File: src/rtl/exu_wb_arbiter.sv
// exu_wb_arbiter
//   Shares the single integer register-file write port between the 1-cycle
//   ALU and the multi-cycle MUL/DIV units. The ALU always wins. MUL and DIV
//   results wait in small per-unit FIFOs and drain round-robin into idle
//   slots. A starvation counter requests a one-cycle ALU issue bubble, so
//   buffered results are guaranteed a slot eventually.
//
//   Ports
//     clk, rst_n                    clock, async active-low reset
//     alu_wr_en/rd_addr/wr_data/tag ALU writeback (cannot be back-pressured)
//     mul_valid/ready/rd_addr/data/tag  MUL result handshake
//     div_valid/ready/rd_addr/data/tag  DIV result handshake
//     alu_issue_stall               one-cycle ALU issue bubble request (registered)
//     rf_wr_en/addr/data/tag/src    registered register-file write port
//                                   (src: 00 ALU, 01 MUL, 10 DIV)

// exu_wb_fifo
//   Result buffer for one unit. The pointers carry one extra wrap bit, which
//   tells full apart from empty.
//   Ports: push/push_data in, pop/pop_data out, empty/full status.
module exu_wb_fifo #(
    parameter int unsigned W     = 8,
    parameter int unsigned DEPTH = 2
) (
    input  logic         clk,
    input  logic         rst_n,
    input  logic         push,
    input  logic [W-1:0] push_data,
    input  logic         pop,
    output logic [W-1:0] pop_data,
    output logic         empty,
    output logic         full
);
    localparam int unsigned AW = $clog2(DEPTH);

    logic [W-1:0] mem [DEPTH];
    logic [AW:0]  wr_ptr;
    logic [AW:0]  rd_ptr;

    assign empty    = (wr_ptr == rd_ptr);
    assign full     = (wr_ptr[AW] != rd_ptr[AW]) &&
                      (wr_ptr[AW-1:0] == rd_ptr[AW-1:0]);
    assign pop_data = mem[rd_ptr[AW-1:0]];

    always_ff @(posedge clk or negedge rst_n) begin
        if (!rst_n) begin
            wr_ptr <= '0;
            rd_ptr <= '0;
        end else begin
            if (push) wr_ptr <= wr_ptr + 1'b1;
            if (pop)  rd_ptr <= rd_ptr + 1'b1;
        end
    end

    // Storage needs no reset: it is only read through valid pointers.
    always_ff @(posedge clk) begin
        if (push) mem[wr_ptr[AW-1:0]] <= push_data;
    end
endmodule

module exu_wb_arbiter #(
    parameter int unsigned XLEN       = 32,
    parameter int unsigned FIFO_DEPTH = 2,
    parameter int unsigned STARVE_MAX = 4
) (
    input  logic            clk,
    input  logic            rst_n,
    input  logic            alu_wr_en,
    input  logic [4:0]      alu_rd_addr,
    input  logic [XLEN-1:0] alu_wr_data,
    input  logic [XLEN-1:0] alu_tag,
    input  logic            mul_valid,
    output logic            mul_ready,
    input  logic [4:0]      mul_rd_addr,
    input  logic [XLEN-1:0] mul_data,
    input  logic [XLEN-1:0] mul_tag,
    input  logic            div_valid,
    output logic            div_ready,
    input  logic [4:0]      div_rd_addr,
    input  logic [XLEN-1:0] div_data,
    input  logic [XLEN-1:0] div_tag,
    output logic            alu_issue_stall,
    output logic            rf_wr_en,
    output logic [4:0]      rf_wr_addr,
    output logic [XLEN-1:0] rf_wr_data,
    output logic [XLEN-1:0] rf_wr_tag,
    output logic [1:0]      rf_wr_src
);
    localparam int unsigned EW = 5 + 2 * XLEN;
    localparam int unsigned CW = $clog2(STARVE_MAX + 1);
    localparam logic [CW-1:0] STARVE_LIM = CW'(STARVE_MAX - 1);

    typedef enum logic [1:0] {
        SRC_ALU = 2'b00,
        SRC_MUL = 2'b01,
        SRC_DIV = 2'b10
    } src_e;

    typedef enum logic {
        RR_MUL = 1'b0,
        RR_DIV = 1'b1
    } rr_e;

    logic          ready_en;
    logic          mul_push, div_push, mul_pop, div_pop;
    logic          mul_empty, div_empty, mul_full, div_full;
    logic [EW-1:0] mul_head, div_head;
    logic          alu_act, any_ne;
    logic          grant_vld, fifo_grant, rr_flip;
    src_e          grant_src;
    rr_e           rr;
    logic [4:0]      g_addr;
    logic [XLEN-1:0] g_data, g_tag;
    logic [CW-1:0] starve_cnt, starve_nxt;

    // Ready is the pre-pop full flag only, so there is no combinational
    // path from the grant back into the units' handshake.
    assign mul_ready = ready_en & ~mul_full;
    assign div_ready = ready_en & ~div_full;

    // Writes to x0 are accepted but never stored.
    assign mul_push = mul_valid & mul_ready & (mul_rd_addr != 5'd0);
    assign div_push = div_valid & div_ready & (div_rd_addr != 5'd0);

    exu_wb_fifo #(.W(EW), .DEPTH(FIFO_DEPTH)) u_mul_fifo (
        .clk       (clk),
        .rst_n     (rst_n),
        .push      (mul_push),
        .push_data ({mul_rd_addr, mul_data, mul_tag}),
        .pop       (mul_pop),
        .pop_data  (mul_head),
        .empty     (mul_empty),
        .full      (mul_full)
    );

    exu_wb_fifo #(.W(EW), .DEPTH(FIFO_DEPTH)) u_div_fifo (
        .clk       (clk),
        .rst_n     (rst_n),
        .push      (div_push),
        .push_data ({div_rd_addr, div_data, div_tag}),
        .pop       (div_pop),
        .pop_data  (div_head),
        .empty     (div_empty),
        .full      (div_full)
    );

    assign alu_act = alu_wr_en & (alu_rd_addr != 5'd0);
    assign any_ne  = ~mul_empty | ~div_empty;

    always_comb begin
        grant_vld = 1'b0;
        grant_src = SRC_ALU;
        mul_pop   = 1'b0;
        div_pop   = 1'b0;
        rr_flip   = 1'b0;
        if (alu_act) begin
            grant_vld = 1'b1;
        end else if (!mul_empty && !div_empty) begin
            grant_vld = 1'b1;
            rr_flip   = 1'b1;
            if (rr == RR_MUL) begin
                grant_src = SRC_MUL;
                mul_pop   = 1'b1;
            end else begin
                grant_src = SRC_DIV;
                div_pop   = 1'b1;
            end
        end else if (!mul_empty) begin
            grant_vld = 1'b1;
            grant_src = SRC_MUL;
            mul_pop   = 1'b1;
        end else if (!div_empty) begin
            grant_vld = 1'b1;
            grant_src = SRC_DIV;
            div_pop   = 1'b1;
        end
    end

    assign fifo_grant = mul_pop | div_pop;

    always_comb begin
        g_addr = alu_rd_addr;
        g_data = alu_wr_data;
        g_tag  = alu_tag;
        if (mul_pop)      {g_addr, g_data, g_tag} = mul_head;
        else if (div_pop) {g_addr, g_data, g_tag} = div_head;
    end

    // Counts ALU wins over a waiting FIFO head, saturating at the limit.
    always_comb begin
        starve_nxt = starve_cnt;
        if (!any_ne || fifo_grant)
            starve_nxt = '0;
        else if (alu_act && starve_cnt != STARVE_LIM)
            starve_nxt = starve_cnt + 1'b1;
    end

    always_ff @(posedge clk or negedge rst_n) begin
        if (!rst_n) begin
            ready_en        <= 1'b0;
            rr              <= RR_MUL;
            starve_cnt      <= '0;
            alu_issue_stall <= 1'b0;
            rf_wr_en        <= 1'b0;
            rf_wr_addr      <= '0;
            rf_wr_data      <= '0;
            rf_wr_tag       <= '0;
            rf_wr_src       <= '0;
        end else begin
            ready_en   <= 1'b1;
            starve_cnt <= starve_nxt;
            // Pulse only on the transition into saturation.
            alu_issue_stall <= (starve_nxt == STARVE_LIM) && (starve_cnt != STARVE_LIM);
            if (rr_flip)
                rr <= (rr == RR_MUL) ? RR_DIV : RR_MUL;
            rf_wr_en <= grant_vld;
            if (grant_vld) begin
                rf_wr_addr <= g_addr;
                rf_wr_data <= g_data;
                rf_wr_tag  <= g_tag;
                rf_wr_src  <= grant_src;
            end
        end
    end
endmodule
File: config.mk
export PLATFORM = sky130hd
export DESIGN_NAME = exu_wb_arbiter
export DESIGN_NICKNAME = d
export VERILOG_FILES = /design/src/rtl/exu_wb_arbiter.sv
export SDC_FILE = /design/constraint.sdc
export NUM_CORES = 1
export LEC_CHECK = 0
export ABC_AREA = 1
export CORE_MARGIN = 5
export CORE_UTILIZATION = 32
export CTS_CLUSTER_DIAMETER = 100
export DETAILED_ROUTE_END_ITERATION = 10
export GPL_TIMING_DRIVEN = 0
export SLEW_MARGIN = 20
export SYNTH_ARGS = -nofsm -noshare
export SYNTH_HDL_FRONTEND = slang
export SYNTH_SLANG_ARGS = --single-unit
File: constraint.sdc
create_clock -name clk -period 4.9 [get_ports clk]
set_input_delay 1.225 -clock clk [delete_from_list [all_inputs] [get_ports clk]]
set_output_delay 1.225 -clock clk [all_outputs]
set_load 0.05 [all_outputs]
==> results.json <==
{
  "drtIter0Drc": 706,
  "setup_viol": 0,
  "synth_top_area_share_pct": 54.4,
  "holdBufCountCts": 0,
  "dr.pass1.iters": 4,
  "fin_util_pct": 43.4,
  "critPathMaxFanout": 9,
  "syn_avg_cell_area_um2": 10.6,
  "hold_viol": 0,
  "gp_congestion": 0.841,
  "avgViaCountPerCell": 4.69,
  "cts_htree_levels": 2,
  "cts_buffers": 41,
  "die_area_mm2": 0.0520,
  "layout-area-overhead-vs-synth_pct": 35.2,
  "place_hpwl_mm": 33.5,
  "max_cap_violations": 0,
  "num_rows": 80,
  "slew_violations": 0,
  "dieWidth_um": 228,
  "fp.coreArea_mm2": 0.0474,
  "root_buffer": "clkbuf_16",
  "yosys.area.top_type": "edfxtp_1",
  "cellLeakagePower_nw": 8.40,
  "finalNonFillerCells": 2429,
  "fmax_mhz": 252,
  "clkTransAtPathRegs_ns": 0.06,
  "critPathCaptureType": "output pin",
  "synth_seq_cells": 362,
  "grt_pass1_wl_mm": 71.1,
  "yosysUniqueCellTypes": 32,
  "yosys_warnings": 0,
  "drc": 0,
  "rsz0062_at_grt": "no",
  "io_buffers": 286,
  "synthesis.area_mm2": 0.0152,
  "start_util_pct": 32.1,
  "clkLatencyLatePin_ns": 0.55,
  "dp.cells": 2349,
  "slew_headroom_pct": 54.9,
  "period_needed_ns": 3.96,
  "synth_fp_nets": 1649,
  "vias": 11400,
  "wirelength_mm": 47.1,
  "drive_gt1_share_pct": 8.29,
  "grt_usage_pct": 17.7,
  "peakVddDrop_uv": 299,
  "wl_per_cell_um": 19.4,
  "power_density_mw_per_mm2": 639,
  "cp-start-kind": "flip-flop",
  "grt_pass1_vias": 11900,
  "synth_cells": 1435,
  "die_h_um": 228,
  "period_share_pct": 80.9,
  "status": "complete, no violations",
  "worst_pin_slew_ns": 0.676,
  "seq_area_frac_synth_pct": 68.6,
  "hp-class": "reg -> reg",
  "grt_max_degree": 47,
  "arrival_ns": 2.74,
  "cts_setup_buffers": 0,
  "clock_skew_ns": 0.0208,
  "antenna_found_initial": 2,
  "post_cts_resize_count": 0,
  "filler_cell_count": 4510,
  "final_nets": 1991,
  "cts_tree": "built",
  "worst-setup-path-type": "reg -> out",
  "io_pins": 287,
  "cts.sinks": 362,
  "required_ns": 3.67,
  "synth.area.top_cells": "edfxtp_1, nand2_1, dfrtp_1",
  "overflow": 0,
  "ant_nets": 0,
  "clock_path_buffers": 3
}
-- cell type report --
class	instances	area, µm²	share of cell area (%)
repair buffers	299	3170	15.4
clock buffers	59	1220	5.91
flip-flops and latches	362	10400	50.7
diodes	4	10.0	0.0486
plain buffers	87	409	1.99
multi-input cells	935	4210	20.4
inverters	51	196	0.954
clock inverters	17	170	0.827
well taps	615	769	3.74
-- cell usage after synthesis --
cell type  number
a21boi_0       33
a21oi_1         2
a31oi_1         2
buf_1          16
buf_2          39
buf_4           2
buf_6           2
buf_8           1
clkbuf_1       27
conb_1          1
dfrtp_1        86
edfxtp_1      276
ha_1            2
inv_1          47
inv_2           2
inv_4           2
nand2_1       642
nand2_2         4
nand2_4         2
nand3_1       134
nand3_2        10
nand3_4         2
nand3b_1        1
nand4_1        69
nor2_1         16
nor2_2          1
nor3b_1         1
o2111ai_1       1
o211a_1         1
o21ai_0         3
or2_2           1
xor2_1          7
-- power by group --
group | leakage, nW | total, mW | switching [mW] | internal [mW]
registers | 3.53 | 4.33 | 0.286 | 4.05
clock network | 0.674 | 3.12 | 1.23 | 1.89
logic | 4.19 | 5.70 | 3.94 | 1.76
-- worst max-delay path, cell delays in order (launching register included) --
cell and delay [ns]:
dfrtp_1 0.31, buf_2 0.33, inv_4 0.18, nand2_1 0.10
nand2_1 0.07, a31oi_1 0.23, clkdlybuf4s50_1 0.95
-- layout by cell type (no fill, tap or decap), types with 3 or more instances in the layout --
cell type / instances
inv_1: 47
nand4_1: 69
clkbuf_8: 8
dfrtp_1: 86
clkinv_1: 4
xor2_1: 7
edfxtp_1: 276
o21ai_0: 3
clkbuf_1: 35
bufinv_16: 3
buf_1: 16
buf_16: 6
buf_2: 39
nand2_2: 4
clkdlybuf4s50_1: 285
buf_12: 7
clkinv_2: 5
clkinvlp_4: 3
buf_6: 3
a21boi_0: 33
nor2_4: 4
nor2_1: 12
clkbuf_16: 43
nand3_1: 134
nand2_1: 642
diode_2: 4
nand3_2: 10
-- per-layer routing --
metal	global-route usage (%)	vias up	share of wire, %	wire length [µm]
met3	3.69	60	5.8	2710
met4	4.80	0	2.0	952
met2	30.1	323	49	22900
met1	23.1	5463	44	20500
li1	-	5553	-	-
met5	0	-	0	0
-- stage by stage --
step | TNS (ns) | worst slack (ns) | instance area [µm²] | power [mW] | hold WS [ns]
final | 0 | 0.937 | 20600 | 13.2 | 0.476
after global routing | 0 | 0.701 | 20600 | 14.0 | 0.490
after CTS | 0 | 0.811 | 20600 | 13.3 | 0.481
after detailed placement | 0 | 0.913 | 19200 | 10.2 | 0.464
after global placement | -364.81 | -1.26 | 18900 | 10.0 | 0.462
after floorplan | 0 | 0.818 | 15200 | 7.96 | 0.463
-- cells by family after synthesis --
logic type	share of synthesized area [%]
simple gates	24.8
flops	68.6
buf+inv	3.98
compound gates	2.00
xor+xnor	0.403
fa+ha+maj	0.164
other cells	0.0246
-- worst paths after layout --
path / startpoint / end / slack [ns] / cells after the start
min in group asynchronous: rst_n / rf_wr_tag[16] / 0.61 / 1
worst max-delay path: u_mul_fifo.rd_ptr[0] / mul_ready / 0.94 / 6
worst min-delay path: rf_wr_data[29] / rf_wr_data[29] / 0.48 / 2
worst min register to register: rf_wr_data[29] / rf_wr_data[29] / 0.48 / 2
max in group asynchronous: rst_n / rf_wr_data[21] / 3.68 / 2
worst max register to register: u_mul_fifo.rd_ptr[0] / rf_wr_tag[5] / 2.27 / 11
-- state kept, by name, indices dropped and copies added, names as in the netlist --
signal	count
rf_wr_en	1
rr	1
u_mul_fifo.mem	138
rf_wr_addr	5
rf_wr_src	2
ready_en	1
u_mul_fifo.rd_ptr	2
u_div_fifo.rd_ptr	2
u_div_fifo.wr_ptr	2
u_div_fifo.mem	138
starve_cnt	3
rf_wr_data	32
rf_wr_tag	32
alu_issue_stall	1
u_mul_fifo.wr_ptr	2
No activity file was read; power rests on OpenSTA's default activity.
